==> src/rtl/vigenere_decryption.sv <==
// ----------------------------------------------------------------------------
// vigenere_decryption
//
// Streaming Vigenere decryptor. A key of up to KEY_CHARS characters is loaded
// through a one-cycle LOAD state. Each accepted ciphertext character is then
// decrypted with the current key character. The result appears one cycle
// later on data_o/valid_o. The key index wraps at the latched key length.
// TERM_TOKEN ends a message: it restarts the key index and produces no output.
//
// Optional feature, selected by defining the macro VIGENERE_ALPHA_MOD_EN:
//   The design works in alphabet mode (D_WIDTH >= 7). Letters rotate mod 26
//   within their own case. Other characters pass through unchanged and do not
//   consume a key character.
//   With the macro undefined, the design decrypts as (c - k) mod 2^D_WIDTH on
//   every character.
//
// Parameters:
//   D_WIDTH    - character width in bits
//   KEY_CHARS  - maximum key length in characters
//   TERM_TOKEN - end-of-message token
//
// Ports:
//   clk      in   system clock, posedge
//   rst_n    in   synchronous active-low reset
//   key      in   key characters, char 0 in [D_WIDTH-1:0]
//   key_len  in   number of active key characters (0 -> 1, >KEY_CHARS -> KEY_CHARS)
//   key_load in   one-cycle request to latch key/key_len
//   data_i   in   encrypted character
//   valid_i  in   data_i qualifier (used only in RUN)
//   busy     out  high during the LOAD cycle
//   data_o   out  decrypted character (0 when valid_o is low)
//   valid_o  out  data_o qualifier
// ----------------------------------------------------------------------------
module vigenere_decryption #(
    parameter int unsigned        D_WIDTH    = 8,
    parameter int unsigned        KEY_CHARS  = 4,
    parameter logic [D_WIDTH-1:0] TERM_TOKEN = D_WIDTH'(8'hFA)
) (
    input  logic                             clk,
    input  logic                             rst_n,
    input  logic [KEY_CHARS*D_WIDTH-1:0]     key,
    input  logic [$clog2(KEY_CHARS+1)-1:0]   key_len,
    input  logic                             key_load,
    input  logic [D_WIDTH-1:0]               data_i,
    input  logic                             valid_i,
    output logic                             busy,
    output logic [D_WIDTH-1:0]               data_o,
    output logic                             valid_o
);

    localparam int unsigned LEN_W = $clog2(KEY_CHARS + 1);
    localparam int unsigned IDX_W = (KEY_CHARS > 1) ? $clog2(KEY_CHARS) : 1;

    typedef enum logic [1:0] {StIdle, StLoad, StRun} state_e;

    state_e                         r_state, w_state_d;
    logic [KEY_CHARS*D_WIDTH-1:0]   r_key, w_key_d;
    logic [LEN_W-1:0]               r_key_len, w_key_len_d;
    logic [IDX_W-1:0]               r_idx, w_idx_d;
    logic                           r_valid, w_valid_d;
    logic [D_WIDTH-1:0]             r_data, w_data_d;

    logic [D_WIDTH-1:0]             w_keychar;
    logic [D_WIDTH-1:0]             w_dec;
    logic                           w_adv;

    // Current key character selected by the running index.
    always_comb begin
        w_keychar = '0;
        for (int i = 0; i < KEY_CHARS; i++) begin
            if (r_idx == IDX_W'(i)) begin
                w_keychar = r_key[i*D_WIDTH +: D_WIDTH];
            end
        end
    end

`ifdef VIGENERE_ALPHA_MOD_EN
    localparam logic [D_WIDTH-1:0] CH_UA = D_WIDTH'(65);
    localparam logic [D_WIDTH-1:0] CH_UZ = D_WIDTH'(90);
    localparam logic [D_WIDTH-1:0] CH_LA = D_WIDTH'(97);
    localparam logic [D_WIDTH-1:0] CH_LZ = D_WIDTH'(122);
    localparam logic [D_WIDTH-1:0] MOD26 = D_WIDTH'(26);

    logic [D_WIDTH-1:0] w_shift;
    logic [D_WIDTH-1:0] w_base;
    logic [D_WIDTH-1:0] w_rot;
    logic               w_is_upper;
    logic               w_is_lower;

    always_comb begin
        if (w_keychar >= CH_UA && w_keychar <= CH_UZ) begin
            w_shift = w_keychar - CH_UA;
        end else if (w_keychar >= CH_LA && w_keychar <= CH_LZ) begin
            w_shift = w_keychar - CH_LA;
        end else begin
            w_shift = w_keychar % MOD26;
        end

        w_is_upper = (data_i >= CH_UA) && (data_i <= CH_UZ);
        w_is_lower = (data_i >= CH_LA) && (data_i <= CH_LZ);
        w_base     = w_is_upper ? CH_UA : CH_LA;

        // Offset and shift are both below 26, so one conditional subtract
        // brings the sum back into range.
        w_rot = data_i - w_base + MOD26 - w_shift;
        if (w_rot >= MOD26) begin
            w_rot = w_rot - MOD26;
        end

        if (w_is_upper || w_is_lower) begin
            w_dec = w_rot + w_base;
            w_adv = 1'b1;
        end else begin
            w_dec = data_i;
            w_adv = 1'b0;
        end
    end
`else
    assign w_dec = data_i - w_keychar;
    assign w_adv = 1'b1;
`endif

    always_comb begin
        w_state_d   = r_state;
        w_key_d     = r_key;
        w_key_len_d = r_key_len;
        w_idx_d     = r_idx;
        w_valid_d   = 1'b0;
        w_data_d    = '0;

        unique case (r_state)
            StIdle: begin
                if (key_load) begin
                    w_state_d = StLoad;
                end
            end
            StLoad: begin
                w_key_d = key;
                if (key_len == '0) begin
                    w_key_len_d = LEN_W'(1);
                end else if (key_len > LEN_W'(KEY_CHARS)) begin
                    w_key_len_d = LEN_W'(KEY_CHARS);
                end else begin
                    w_key_len_d = key_len;
                end
                w_idx_d   = '0;
                w_state_d = StRun;
            end
            StRun: begin
                // A character arriving with key_load still uses the old key.
                if (valid_i) begin
                    if (data_i == TERM_TOKEN) begin
                        w_idx_d = '0;
                    end else begin
                        w_valid_d = 1'b1;
                        w_data_d  = w_dec;
                        if (w_adv) begin
                            if (LEN_W'(r_idx) == r_key_len - LEN_W'(1)) begin
                                w_idx_d = '0;
                            end else begin
                                w_idx_d = r_idx + IDX_W'(1);
                            end
                        end
                    end
                end
                if (key_load) begin
                    w_state_d = StLoad;
                end
            end
            default: begin
                w_state_d = StIdle;
            end
        endcase
    end

    always_ff @(posedge clk) begin
        if (!rst_n) begin
            r_state   <= StIdle;
            r_key     <= '0;
            r_key_len <= '0;
            r_idx     <= '0;
            r_valid   <= 1'b0;
            r_data    <= '0;
        end else begin
            r_state   <= w_state_d;
            r_key     <= w_key_d;
            r_key_len <= w_key_len_d;
            r_idx     <= w_idx_d;
            r_valid   <= w_valid_d;
            r_data    <= w_data_d;
        end
    end

    assign busy    = (r_state == StLoad);
    assign data_o  = r_data;
    assign valid_o = r_valid;

endmodule

==> config.mk <==
export PLATFORM = sky130hd
export DESIGN_NAME = vigenere_decryption
export DESIGN_NICKNAME = d
export VERILOG_FILES = /design/src/rtl/vigenere_decryption.sv
export SDC_FILE = /design/constraint.sdc
export NUM_CORES = 1
export LEC_CHECK = 0
export CORE_AREA = 5 5 84 86
export DETAILED_ROUTE_END_ITERATION = 6
export DIE_AREA = 0 0 89 91
export GPL_ROUTABILITY_DRIVEN = 0
export GPL_TIMING_DRIVEN = 0
export PLACE_DENSITY = 0.63
export SLEW_MARGIN = 20
export SYNTH_ARGS = -nofsm -noshare
export SYNTH_HDL_FRONTEND = slang
export SYNTH_SLANG_ARGS = --single-unit
==> constraint.sdc <==
create_clock -name clk -period 7.72 [get_ports clk]
set_input_delay 1.93 -clock clk [delete_from_list [all_inputs] [get_ports clk]]
set_output_delay 1.93 -clock clk [all_outputs]
set_load 0.01 [all_outputs]
# Word-level counts from Yosys, hierarchy flattened
# Cells that the tools add are included.
[totals]
reg_bits = 48
inputBits = 47
out_inout_bits = 10
[classes]
addsub = 3
order_cmp = 1
eq_ne = 9
n_mux = 13
n_bitwise = 3
n_reduce_logical = 8
[ops]
columns = ["operator", "count"]
rows = [
  ["8-bit two-way mux", 4],
  ["8-bit == test (second input constant)", 1],
  ["2-bit two-way mux", 4],
  ["2-bit case mux with 2 select lines", 2],
  ["8-bit subtractor", 1],
  ["2-bit == test (second input constant)", 3],
  ["3-bit two-way mux", 2],
  ["2-bit by 1-bit == test with 1-bit output (second input constant)", 2],
  ["2-bit zero test", 2],
  ["4-bit OR reduction", 1],
  ["2-bit by 3-bit == test with 1-bit output", 1],
  ["3-bit > comparator (second input constant)", 1],
  ["3-bit zero test", 1],
  ["1-bit inverter", 3],
  ["3-bit AND reduction", 1],
  ["3-bit by 1-bit subtractor with 3-bit output (second input constant)", 1],
  ["2-bit by 1-bit adder with 2-bit output (second input constant)", 1],
  ["2-bit by 1-bit inequality test with 1-bit output (second input constant)", 1],
  ["2-bit inequality test (second input constant)", 1],
  ["2-bit AND reduction", 1],
  ["2-bit nonzero test", 1],
  ["2-bit OR reduction", 1],
  ["1-bit two-way mux", 1],
]

# Logic depth before layout (Yosys ltp)
# Gate-level depths: netlist of the first run.
[depth]
ltp_word = 6
mapped_depth = 14

# Least setup slack after synthesis of the first run
# Ideal clock, no wire load.
[synth_path]
path_type = "input-to-reg"
start = "input data_i[0]"
end = "register r_data[6], in the netlist data_o[6]"
setup_ns = 0.131
arrival_ns = 3.098
setup_slack_ns = 4.491
path_stages = 8
n_path_buf = 0
cell_sequence = "inv_1 ha_1 fa_1 nor2b_1 o31a_1 o21a_1 o21a_1 nor3_1"
[synth_between]
elab_chain_cells = 2
[synth_lines]
columns = ["item", "line", "rtl"]
rows = [
  ["from (decl)", "44", "input logic [D_WIDTH-1:0] data_i,"],
  ["branches (longest 2 deep; another with 8-bit subtractor)", "--", ""],
  ["to (signal assigned)", "190", "r_data <= w_data_d;"],
  ["to (decl)", "61", "logic [D_WIDTH-1:0] r_data, w_data_d;"],
]
# Several ways; the timed one is not identified.
# A chain may end at the register's enable or synchronous reset.

# Worst setup path in the final report of the first run
[layout_path]
start = "register r_state[1]"
end = "output busy"
[layout_between]
elab_chain_cells = 1
[layout_lines]
columns = ["item", "line", "rtl"]
rows = [
  ["from (decl)", "56", "state_e r_state, w_state_d;"],
  ["from (signal assigned)", "178", "r_state <= StIdle;"],
  ["from (signal assigned)", "185", "r_state <= w_state_d;"],
  ["2-bit by 1-bit == test with 1-bit output", "194", "assign busy = (r_state == StLoad);"],
  ["to (decl)", "46", "output logic busy,"],
]
# Every way passes these cells.

==> metrics.md, run 1 <==
| Metric | Value |
|---|---|
| Outcome | finished, final reports clean |
| Clock Sinks | 48 |
| Setup crit start | r_state[1] |
| Worst-skew pair later-pin latency | around 0.30 ns |
| Post-CTS Setup Inserts | 0 |
| Clock slew at reported path FFs | 0.08 ns |
| Vias in the first global route | between 2000 and 2500 |
| Count leader, synth | nand2_1 |
| Worst-margin pin slew | 0.624 ns |
| Final #Nets | 417 |
| Setup CP Type | reg2out |
| Cell variety after synth | 35 |
| Crit path max fanout | 10 |
| NetSw | 127 uW |
| Number of synthesized flops with an enable pin | 0 |
| Fill count | approximately 630 |
| Leak | 1.15 nW |
| Switch share | between 20% and 30% |
| RR Startpoint | r_idx[0] |
| P_int | 431 uW |
| Combinational share of power | between 10% and 20% |
| GRT Util Overall | 14.8% |
| TritonCTS Buffers | 5 |
| Die height | 91 um |
| Post-CTS Hold Buffers | 0 |
| Largest net degree at the start of global routing | 15 |
| Fin Hold WS | 0.463 ns |
| Asr flop ratio synth | 0% |
| Via density per instance | about 4.9 |
| CP endpoint kind | primary output |
| Worst R2R Setup Slack | 4.76 ns |
| Setup TNS | 0 ns |
| Die Span X | slightly below 90 um |
| Reg2reg end | data_o[6] |
| Layout Cells excl Fill | 434 |
| Core footprint | roughly 6200 sq um |
| Via count | 2127 |
| Clock Path Buffers | 2 |
| Largest area contributor in the netlist | dfxtp_1 |
| PwrDens | 177 nW/um^2 |
| CTS Root Cell | clkbuf_8 |
| WHS Path Cells | 2 |
| Peak supply drop | between 70 and 80 uV |
| WL per Instance | approximately 13 um |
| Commonest cells in the netlist | 77 x nand2_1, 48 x dfxtp_1, 34 x a21boi_0, 20 x a21oi_1, 13 x nor2_1 |
| Detailed Place HPWL | 4.48 mm |
| Worst setup SP type | flip-flop |
| Cell count after placement | 427 |
| H-tree Lvls | 2 |
| Min Clock Period, post-route | roughly 3.7 ns |
| Cell Rows | 29 |
| First-pass GRT wire length | 9.55 mm |
| Detail Route Antenna Nets | 0 |
| FF-to-FF path depth | 13 |
| Synth-to-layout area growth | 32.5% |
| Total I/O pin count | 57 |
| 1st-pass router iterations | 4 |
| Syn avg cell area | around 8.1 sq um |
| Maxcap violations | 0 |
| TritonCTS clock tree | done |
| Post-synthesis instance total | 295 |
| Sequential power share | about 47% |
| Synthesized Nets | 355 |
| RSZ-0062 raised after global routing | no |
| Worst path required time | 5.79 ns |
| Fmax | 0.267 GHz |
| Final Cycle Share | about half |
| Relative slew slack | between 50% and 60% |
| Most used DFF post-synth | dfxtp_1 |
| WP data arrival | 1.81 ns |
| Initial antenna violation count | 0 |
| Final Max Slew Viols | 0 |
| Synth top area share | 40.3% |
| Worst clock skew | 0.0121 ns |
| Synthesis warning total | 0 |
| Layout cells sized above 1 | 4.48% |
| Post-Route WL | ~5.7 mm |
| Grt ovf | 0 |
| Seq cells post-synth | 48 |
| Iter 0 DRT Violations | 73 |
| PortBufs | between 50 and 60 |
| Fin. Hold Viols | 0 |
| Die area | 8100 sq um |
| Top post-synthesis cells by area | dfxtp_1 40%, nand2_1 12%, a21boi_0 11% |
| Register area share after synthesis | 40.3% |
| Antenna Cells | 0 |
| Starting density of the core | 38.4% |
| Core Util, Final | 50.9% |
| CP endpoint | busy |
| Clk pwr share | between 30% and 40% |
| DRC Markers | 0 |
| Mapped Area | 2380 sq um |
| Worst hold path type | reg2reg |
| Final setup viols | 0 |
| Post_cts resized | 0 |
-- per-stage QoR --
step / worst slack (ns) / instance area [sq um] / total power [mW]
2_1_floorplan: 4.49 / 2380 / 0.314
3_3_place_gp: 3.83 / 3030 / 0.351
3_5_place_dp: 3.82 / 3030 / 0.353
4_1_cts: 3.95 / 3160 / 0.565
5_1_grt: 3.86 / 3160 / 0.588
6_report: 3.98 / 3160 / 0.558
-- metal layers --
layer	track usage, %	vias up	wire length [um]
met4	3.72	0	65
met2	24.2	42	2570
met1	19.4	959	2660
met5	0	-	0
met3	3.89	5	374
li1	-	1121	-
-- placed cells by master (no fill, tap or decap), types with 3 or more instances in the layout --
cell type,count
dfxtp_1,48
clkdlybuf4s50_1,55
nor3_1,10
buf_2,4
a21oi_1,20
inv_1,8
a21boi_0,34
nand3b_1,10
nor2b_1,4
o21a_1,10
nor4_1,3
ha_1,12
clkbuf_8,5
nand2_1,77
o21ai_0,4
nor2_1,13
clkbuf_1,11
-- worst max-delay path, cell delays in order, from the launching register on --
cell,delay [ns]
dfxtp_1,0.33
nand2b_1,0.13
buf_2,0.18
inv_2,0.08
buf_2,0.22
clkdlybuf4s50_1,0.58
-- logic make-up after synthesis --
kind of cell	synth area share (%)
multiplexers	0.420
buffers and inverters	4.62
AND/OR/NAND/NOR	23.6
XOR/XNOR	1.10
AO/OA/AOI/OAI	22.8
flip-flops	40.3
adder cells (fa/ha/maj)	7.14
-- state kept, by name, indices dropped and copies added, names as in the netlist --
name / flops
data_o: 8
r_idx: 2
r_key: 32
r_key_len: 3
r_state: 2
valid_o: 1
-- final cells by class --
class | instances | area (sq um) | share of cell area (%)
plain buffers | 17 | 76.3 | 2.42
clock buffers | 5 | 68.8 | 2.18
clock inverters | 2 | 60.1 | 1.90
inverters | 9 | 33.8 | 1.07
multi-input cells | 221 | 1310 | 41.5
flip-flops and latches | 48 | 961 | 30.4
well taps | 77 | 96.3 | 3.05
repair buffers | 55 | 551 | 17.4
-- worst min-delay path by stage --
stage	slack (ns)	end	startpoint
6_report	0.46	r_key[23]	r_key[23]
5_1_grt	0.48	r_key[1]	r_key[1]
4_1_cts	0.47	r_key[23]	r_key[23]
3_5_place_dp	0.45	r_key[23]	r_key[23]
3_3_place_gp	0.45	r_state[0]	r_state[0]
2_1_floorplan	0.43	r_state[0]	r_state[0]
-- power by group through the flow --
stage / Sequential (mW) / Combinational (mW) / Clock, mW
4_1_cts: 0.263 / 0.0852 / 0.218
2_1_floorplan: 0.267 / 0.0468 / 0
6_report: 0.262 / 0.0841 / 0.211
3_5_place_dp: 0.268 / 0.0847 / 0
5_1_grt: 0.264 / 0.0945 / 0.229
3_3_place_gp: 0.268 / 0.0834 / 0
Note: power is estimated with default switching activity, not from simulation.
==> run 2, diff against run 1 <==
- clock period: 7.72 -> 3.45 ns (I/O delays scaled with it)
==> results of run 2 <==
Same layout as run 1 (identical final DEF). Status: finished, final reports clean.
Among the figures that moved: setup slack after placement 3.82 ns -> 0.477 ns; clock-pin slew on the worst setup and hold paths 0.08 ns -> 0.09 ns; setup slack after layout 3.98 ns -> 0.488 ns; start point of the critical path r_state[1] -> r_idx[0]; end point of the critical path busy -> data_o[6]; register-to-register setup slack 4.76 ns -> 0.49 ns; total power 0.558 mW -> 1.25 mW; worst IR drop on VDD 74.1 uV -> 166 uV
==> edit (flow settings as in run 2) <==
Change the parameter `KEY_CHARS` from 4 to 8.
--- a/src/rtl/vigenere_decryption.sv
+++ b/src/rtl/vigenere_decryption.sv
@@ -33,7 +33,7 @@
 // ----------------------------------------------------------------------------
 module vigenere_decryption #(
     parameter int unsigned        D_WIDTH    = 8,
-    parameter int unsigned        KEY_CHARS  = 4,
+    parameter int unsigned        KEY_CHARS  = 8,
     parameter logic [D_WIDTH-1:0] TERM_TOKEN = D_WIDTH'(8'hFA)
 ) (
     input  logic                             clk,
Interface: changed (resized key and key_len); port bits go from 57 to 90. No check against the original RTL was run, so the function may have changed too.
==> edit against run 2 <==
Clock skew decreased by 4.9 ps; synthesized area grew 72%; hold slack lost 19 ps; total power up 60%; sequential share of layout area rose by 0.38 points; sequential cell count is 34 higher; count of clock-buffer cells in the layout up 7; critical path type unchanged; highest routed layer unchanged; combinational power up 66%; non-clock buffer count up 55; cell area is 69% higher; setup slack got worse by 420 ps; wire length rose by 100%; critical path depth increased by 4; clock power increased by 43%.
==> edit: results (changes against run 2) <==
* Status: completed
* Clock skew at 7.17 ps (-4.95 ps)
* Largest Register: r_key
* Cell Area, Placed at 5080 um2 (+68%)
* Layout cells sized above 1 at 0.0680 (+0.0232)
* First-pass GRT wire length at 18100 um (+90%)
* Syn Nets at 622 (+75%)
* Via count at 4124 (+94%)
* Top cells by area, synth: dfxtp_1 40%, nand2_1 15%, a21boi_0 12%
* Peak supply drop at 0.291 mV (+76%)
* Vias in the first global route at 3941 (+85%)
* Synth unique cells at 42 (+20%)
* Largest register FFs at 64 (+100%)
* Routed wire length at 11500 um (+100%)
* Global Route Usage Sum at 0.283 (+0.134)
* Worst path slowest cell: dfxtp_2
* HPWL Detailed at 8450 um (+88%)
* CTS H-Tree Depth at 3 (+1)
* Port bufs at 88 (+60%)
* Worst slew pin tran at 651 ps (+27.1 ps)
* Final net count at 722 (+73%)
* Largest net degree at the start of global routing at 14 (-1)
* Leakage at 0.00190 uW (+65%)
* Clk Latency, worst-skew pair at 350 ps (+50 ps)
* Number of DRC markers in iteration 0 at 253 (+250%)
* Async set or reset register ratio after synthesis at 0 (unchanged)
* Max incr delay on CP at 340 ps (-100 ps)
* Most instantiated cells after synthesis: 161 x nand2_1, 82 x dfxtp_1, 68 x a21boi_0
edit: kinds of logic (layout without fill, tap and decap cells):
kind of cell    Yosys count  in the layout  synth area share
mux                       1              1           0.00244
xor+xnor                 10             10            0.0213
simple gates            210            210             0.208
compound gates          148            148             0.261
buf+inv                  61            166            0.0603
fa+ha+maj                15             15            0.0475
flops                    82             82             0.400
edit: cell type report:
class                      count  area (um2)
clock buffer                  12         135
buffer                        38         181
sequential                    82        1650
fill                         365         855
tap                           77        96.3
clock inverter                 4        52.6
multi-input combinational    384        2260
inverter                      23        86.3
timing repair buffer          89         888
edit: stage by stage:
stage	utilization	instances	setup WS, ps	total power [uW]
after floorplan	-	527	369	1180
after global placement	0.819	692	-81.9	1310
after detailed placement	0.819	692	-162	1330
after CTS	0.851	708	9.13	1980
after global routing	0.862	709	-79.6	2070
final	0.862	709	65.5	1990
edit: worst register-to-register path, stage by stage, from the launching register on:
cell,delay (ps)
dfxtp_2,340
buf_6,150
inv_1,130
ha_1,210
clkbuf_4,210
buf_4,190
nand2_1,100
a221oi_2,340
a2111oi_2,100
nor3_1,290
ha_2,250
fa_2,240
nor2b_4,50
o21ai_1,120
nand2b_1,110
a31oi_2,220
xor2_1,170
nor2_1,60
edit: repair_timing:
action | 4_1_cts | 5_1_grt
pin swaps | 1 | 7
gates cloned | 0 | 0
gates resized for setup | 5 | 24
setup endpoints to repair | 3 | 4
hold endpoints to repair | 0 | 0
setup buffers | 0 | 1
edit: layer usage:
layer	track usage	routed length, um	vias to the layer above
met5	0	0	-
li1	-	-	1967
met3	0.0507	1120	43
met2	0.459	5550	230
met1	0.356	4480	1884
met4	0.140	386	0
edit: worst paths after layout:
kind | start | endpoint | slack (ps) | cells past startpoint
hold reg to reg | r_state[0]$_SDFFE_PN0P_ | r_state[0]$_SDFFE_PN0P_ | 440 | 1
hold / removal | r_state[0]$_SDFFE_PN0P_ | r_state[0]$_SDFFE_PN0P_ | 440 | 1
setup / recovery | r_idx[2]$_SDFFE_PN0P_ | data_o[6]$_SDFF_PP0_ | 70 | 17
setup reg to reg | r_idx[2]$_SDFFE_PN0P_ | data_o[6]$_SDFF_PP0_ | 70 | 17
edit: report_power, final:
| part | leakage, uW | switching (uW) | total [uW] | internal (uW) |
|---|---|---|---|---|
| clock network | 0.0000828 | 338 | 674 | 335 |
| logic | 0.00115 | 146 | 312 | 166 |
| registers | 0.000669 | 24.9 | 1010 | 985 |
| total | 0.00190 | 509 | 1990 | 1490 |
